**src/rtl/note_sequencer.sv**
```systemverilog
// note_sequencer: steps a song held in a synchronous ROM and drives the tone decoder's note index.
// Define NOTE_GAP_EN to insert a GAP_CLKS-cycle silence after every note.

module note_sequencer #(
  parameter int AW       = 8,
  parameter int GAP_CLKS = 4096
) (
  input  logic          CLK,
  input  logic          RST,
  input  logic          BEAT,
  input  logic          START,
  input  logic          STOP,
  input  logic          PAUSE,
  input  logic          LOOP,
  input  logic [7:0]    ROM_Q,
  output logic [AW-1:0] ROM_ADDR,
  output logic [3:0]    INX,
  output logic          PLAYING,
  output logic          NOTE_STB,
  output logic          DONE
);

  generate
    if (GAP_CLKS < 1) begin : gen_gapCheck
      $error("note_sequencer: GAP_CLKS must be at least 1");
    end
  endgenerate

  typedef enum logic [2:0] {
    S_IDLE,
    S_ADDR,
    S_READ,
    S_PLAY
`ifdef NOTE_GAP_EN
    , S_GAP
`endif
  } state_t;

  state_t        state_q;
  logic [AW-1:0] addr_q;
  logic [3:0]    inx_q;
  logic [3:0]    beatCnt_q;
  logic          noteStb_q;
  logic          done_q;
  logic [3:0]    romNote;
  logic [3:0]    romDur;
  logic          mute;

  assign romNote = ROM_Q[3:0];
  assign romDur  = ROM_Q[7:4];

  // The stored note survives a pause or gap; only the visible index is forced to silence.
`ifdef NOTE_GAP_EN
  localparam int GapW = (GAP_CLKS > 1) ? $clog2(GAP_CLKS) : 1;
  logic [GapW-1:0] gapCnt_q;
  assign mute = ((state_q == S_PLAY) && PAUSE) || (state_q == S_GAP);
`else
  assign mute = (state_q == S_PLAY) && PAUSE;
`endif

  assign ROM_ADDR = addr_q;
  assign INX      = mute ? 4'd0 : inx_q;
  assign PLAYING  = (state_q != S_IDLE);
  assign NOTE_STB = noteStb_q;
  assign DONE     = done_q;

  always_ff @(posedge CLK or posedge RST) begin
    if (RST) begin
      state_q   <= S_IDLE;
      addr_q    <= '0;
      inx_q     <= 4'd0;
      beatCnt_q <= 4'd0;
      noteStb_q <= 1'b0;
      done_q    <= 1'b0;
`ifdef NOTE_GAP_EN
      gapCnt_q  <= '0;
`endif
    end else begin
      noteStb_q <= 1'b0;
      done_q    <= 1'b0;
      // STOP outranks START, so a simultaneous pair leaves the sequencer idle.
      if (STOP) begin
        state_q   <= S_IDLE;
        addr_q    <= '0;
        inx_q     <= 4'd0;
        beatCnt_q <= 4'd0;
      end else if (START) begin
        state_q <= S_ADDR;
        addr_q  <= '0;
      end else begin
        case (state_q)
          S_IDLE: begin
            inx_q <= 4'd0;
          end
          S_ADDR: begin
            state_q <= S_READ;
          end
          S_READ: begin
            if (romDur == 4'd0) begin
              addr_q <= '0;
              if (LOOP) begin
                state_q <= S_ADDR;
              end else begin
                state_q <= S_IDLE;
                inx_q   <= 4'd0;
                done_q  <= 1'b1;
              end
            end else begin
              inx_q     <= romNote;
              beatCnt_q <= romDur;
              noteStb_q <= 1'b1;
              state_q   <= S_PLAY;
            end
          end
          S_PLAY: begin
            if (BEAT && !PAUSE) begin
              beatCnt_q <= beatCnt_q - 4'd1;
              if (beatCnt_q == 4'd1) begin
                addr_q <= addr_q + AW'(1);
`ifdef NOTE_GAP_EN
                gapCnt_q <= GapW'(GAP_CLKS - 1);
                state_q  <= S_GAP;
`else
                state_q  <= S_ADDR;
`endif
              end
            end
          end
`ifdef NOTE_GAP_EN
          S_GAP: begin
            if (gapCnt_q == '0) begin
              state_q <= S_ADDR;
            end else begin
              gapCnt_q <= gapCnt_q - GapW'(1);
            end
          end
`endif
          default: begin
            state_q <= S_IDLE;
            inx_q   <= 4'd0;
          end
        endcase
      end
    end
  end

endmodule

```
**config.mk**
```make
export PLATFORM = sky130hd
export DESIGN_NAME = note_sequencer
export DESIGN_NICKNAME = d
export VERILOG_FILES = /design/src/rtl/note_sequencer.sv
export SDC_FILE = /design/constraint.sdc
export NUM_CORES = 1
export LEC_CHECK = 0
export ABC_AREA = 1
export BUFFER_PORTS_ARGS = -buffer_cell sky130_fd_sc_hd__buf_2
export CORE_MARGIN = 2
export CORE_UTILIZATION = 56
export CTS_BUF_LIST = sky130_fd_sc_hd__clkbuf_2 sky130_fd_sc_hd__clkbuf_4 sky130_fd_sc_hd__clkbuf_8
export DETAILED_ROUTE_END_ITERATION = 10
export GPL_ROUTABILITY_DRIVEN = 0
export PLACE_DENSITY = 0.83
export SKIP_LAST_GASP = 1
export SLEW_MARGIN = 20
export SYNTH_ARGS = -nofsm -noshare
export SYNTH_HDL_FRONTEND = slang
export SYNTH_SLANG_ARGS = --single-unit
```
**constraint.sdc**
```tcl
create_clock -name CLK -period 2.7 [get_ports CLK]
set_input_delay 0.54 -clock CLK [delete_from_list [all_inputs] [get_ports CLK]]
set_output_delay 0.54 -clock CLK [all_outputs]
set_load 0.1 [all_outputs]
```
* After elaboration in Yosys (flattened, before gate mapping) *
Index checks and enable logic that the tools add are counted.
Widths: inputs -> output; s select.

word-level totals
  output and inout bits = 15
  bits in registers = 21

operators by class
  reductions and logical operators = 13
  multiplexer cells = 33
  equal/unequal tests = 13
  add/subtract/negate cells = 2

operators by type and width
  cell                 count
  $mux 8               5
  $mux 4               9
  $pmux 4 s2           2
  $pmux 8 s2           1
  $mux 3               5
  $pmux 3 s4           1
  $mux 1               10
  $add 8x1->8 const B  1
  $ne 4x3->1 const B   2
  $ne 4x4->1 const B   2
  $reduce_and 4->1     2
  $eq 3x2->1 const B   2
  $ne 3x3->1 const B   2
  $reduce_and 3->1     2
  $reduce_bool 3->1    2
  $eq 4x1->1 const B   1
  $logic_not 4->1      1
  $ne 2x1->1 const B   2
  $reduce_bool 4->1    1
  $sub 4x1->4 const B  1
  $eq 3x1->1 const B   1
  $logic_not 3->1      1
  $ne 3x2->1 const B   1
  $logic_and 1x1->1    2
  other kinds (2)      2

* Depth between registers and ports, before layout *
  depth in word-level cells = 6
  mapped depth = 9
  depth with buffers taken out = 9

* Worst setup path after synthesis *
OpenSTA, ideal clock, no wires.

  kind = reg-to-reg
  start point = register addr_q[0] (netlist: ROM_ADDR[0])
  end point = register addr_q[6] (netlist: ROM_ADDR[6])
  required time = 2.577 ns
  data arrival time = 1.851 ns
  setup slack = 0.726 ns
  cell stages (with the launch flop) = 8
  library setup time = 0.123 ns
  cell sequence = dfrtp_1 -> ha_1 -> nand2_1 -> inv_1 -> nand3_1 -> o21a_1 -> nor2_1 -> a21oi_1

between the ends
  cells in the longest elaborated chain, start to end = 6

RTL lines
  item                    line  RTL
  from (decl)             40    logic [AW-1:0] addr_q;
  from (signal assigned)  119   addr_q <= addr_q + AW'(1);
  $add 8x1->8             119
  $mux 8                  118   if (beatCnt_q == 4'd1) begin
  $mux 8                  116   if (BEAT && !PAUSE) begin
  $pmux 8 s2              91    case (state_q)
  $mux 8                  87    end else if (START) begin
  $mux 8                  82    if (STOP) begin

No other way between the ends. The select of a mux whose other input is x is not followed.
A chain may end at the register's enable or synchronous reset.

* Worst setup path after layout *
  start point = register state_q[1]
  end point = output INX[1]

between the ends
  cells in the longest elaborated chain, start to end = 3

RTL lines
  item                    line  RTL
  from (decl)             39    state_t state_q;
  from (signal assigned)  69    state_q <= S_IDLE;
  from (signal assigned)  83    state_q <= S_IDLE;
  from (signal assigned)  88    state_q <= S_ADDR;
  $eq 3x2->1              58    assign mute = (state_q == S_PLAY) && PAUSE;
  $logic_and 1x1->1       58
  $mux 4                  62    assign INX = mute ? 4'd0 : inx_q;
  to (decl)               17    output logic [3:0] INX,

No other way between the ends.

==> flow_metrics.py <==
metrics = {
    "sta": {
        "tightest_slew_ps": 754,
        "fmax_mhz": 422,
        "finalSetupViolations": 0,
        "finalMaxSlewViolations": 0,
        "hold_viol_final": 0,
        "min_period_over_period": 0.878,
        "clock_skew_ps": 15.4,
        "rsz0062_at_grt": "false",
        "finalSetupTns_ps": 0,
        "slew_headroom": 0.497,
        "post-route-min-period_ps": 2370,
    },
    "yosys": {
        "yosysTopAreaCellShare": 0.408,
        "yosys-top-cells-area": "dfrtp_1 41%, nand2_1 13%, nand3_1 9.0%",
        "yosys-top-cells-count": "41 x nand2_1, 23 x inv_1, 22 x nand3_1",
        "synth_edf_count": 0,
        "synth_most_common_cell": "nand2_1",
        "syn_avg_cell_area_sq_um": 7.21,
        "yosys.area.top_type": "dfrtp_1",
        "syn_area_sq_um": 1230,
        "yosysUniqueCellTypes": 24,
        "ys_seq_area_frac": 0.408,
        "syn_inst": 170,
        "synthArstFlopShare": 1.00,
        "yosys_warnings": 0,
        "ys.flop_type": "dfrtp_1",
        "ys_ff_latch": 20,
        "synth_nets": 188,
    },
    "layout": {
        "area_growth_pct": 17.7,
        "drive_gt1_frac": 0.249,
        "stdcell_area_sq_um": 1440,
        "diodes": 0,
        "nets": 220,
    },
    "critical_path": {
        "start_kind": "flip-flop",
        "rrSetupSlack_ps": 1250,
        "r2r_cells": 7,
        "r2r_start": "state_q[1]",
        "cp_max_fo": 11,
        "worst_setup_path_end_kind": "output pin",
        "required_ps": 2160,
        "crit_arrival_ps": 1830,
        "r2r_end": "ROM_ADDR[0]",
        "critPathKind": "flip-flop to output pin",
    },
    "outcome": {
        "status": "finished, final reports clean",
    },
    "global_route": {
        "grt-ovfl-total": 0,
        "antenna_found_initial": 0,
        "grt_pass1_vias": 1297,
        "grt_max_degree": 21,
        "grt_pass1_wl_mm": 5.13,
        "grt_usage": 0.263,
    },
    "clock_network": {
        "cts_resized": 0,
        "cts.sinks": 20,
        "clock_latency_ps": 330,
        "root_buffer": "clkbuf_4",
        "cts-buffers-inserted": 3,
        "clock_path_buffers": 2,
        "tritoncts": "done",
        "post-cts-setup-buffers": 0,
        "htree_levels": 1,
        "clkTransAtPathRegs_ps": 130,
        "cts_hold_buffers": 0,
    },
    "placed_design": {
        "place_area_sq_um": 1390,
        "port_buffers": 29,
        "place_hpwl_mm": 2.18,
    },
    "floorplan": {
        "initial_core_util": 0.606,
        "fp.dieH_um": 50.8,
        "fp-row-count": 16,
        "ios": 30,
        "core-area_sq_um": 2020,
        "dieArea_sq_um": 2580,
        "die_w_um": 50.8,
    },
    "routing": {
        "vias": 1211,
        "via_per_inst": 5.31,
        "drtIter0Drc": 32,
        "ant_nets": 0,
        "wl_per_cell_um": 12.7,
        "drc": 0,
        "firstDrtPassIters": 5,
        "routed_wl_mm": 2.89,
    },
    "job": {
        "cap_violations": 0,
    },
    "power": {
        "ir_drop_v": 0.000336,
        "p_leak_nw": 0.821,
        "p_per_area_nw_per_um2": 448,
    },
    "worst_hold_path": {
        "min_path_type": "input port to async pin",
    },
}
metrics by stage:
stage                     setup slack, ps  utilization  power, mW  cells  hold slack, ps
after CTS                             345        0.713      0.649    228             359
after global routing                  212        0.713      0.668    228             415
after global placement                793        0.688      0.395    224             484
after detailed placement              709        0.688      0.398    224             488
after floorplan                       726            -      0.373    170             469
final                                 330        0.713      0.646    228             320
cell usage in the layout, fill, tap and decap left out, types with 2 or more instances in the layout:
cell / Yosys / routed
nand2_1: 41 / 41
buf_2: 0 / 29
inv_1: 23 / 23
nand3_1: 22 / 22
nor2_1: 21 / 21
dfrtp_1: 20 / 20
o21ai_0: 8 / 8
a21oi_1: 5 / 5
inv_2: 4 / 4
nand2_2: 4 / 4
nor3_1: 3 / 3
ha_1: 3 / 3
clkbuf_4: 0 / 3
nor2_2: 2 / 2
o21ai_1: 2 / 2
xnor2_1: 2 / 2
per-layer routing:
metal  share of wire  track usage  up-vias
met1            0.40        0.287      578
met5               0            0        -
met3           0.043       0.0417        5
li1                -            -      595
met2            0.54        0.493       33
met4           0.014        0.122        0
flip-flops by register name, indices dropped and copies added, names as in the netlist:
register,cells
DONE,1
NOTE_STB,1
ROM_ADDR,8
beatCnt_q,4
inx_q,4
state_q,2
cell families after synthesis:
family | synth area share
AO/OA/AOI/OAI | 0.0745
XOR/XNOR | 0.0143
adder cells (fa/ha/maj) | 0.0306
buffers and inverters | 0.0949
flip-flops | 0.408
AND/OR/NAND/NOR | 0.378
final cells by class:
type                            count  area, sq um
Tap cell                           27         33.8
Clock inverter                      1         30.0
Inverter                           27          101
Clock buffer                        3         22.5
Timing Repair Buffer               29          145
Fill cell                         185          579
Multi-Input combinational cell    121          609
Sequential cell                    20          500
where the power goes:
group / leakage (nW) / total, mW / switching, mW / internal [mW]
Clock: 0.0279 / 0.254 / 0.103 / 0.150
Sequential: 0.277 / 0.308 / 0.00439 / 0.303
Combinational: 0.515 / 0.0843 / 0.0603 / 0.0241
how the worst max path moves through the flow:
stage	start	to	slack [ps]	cells after the start
2_1_floorplan	ROM_ADDR[0]	ROM_ADDR[6]	730	7
3_3_place_gp	state_q[1]	INX[3]	790	6
3_5_place_dp	state_q[1]	INX[1]	710	6
4_1_cts	state_q[1]	INX[1]	340	6
5_1_grt	state_q[1]	INX[0]	210	6
6_report	state_q[1]	INX[1]	330	6
worst max-delay path, stage by stage, from the launching register on:
cell and delay, ps:
dfrtp_1 460, nand2_2 200, inv_1 140, nand2_1 150
nand2_1 80, inv_1 60, buf_2 410
Power figures use the tool's default switching activity.
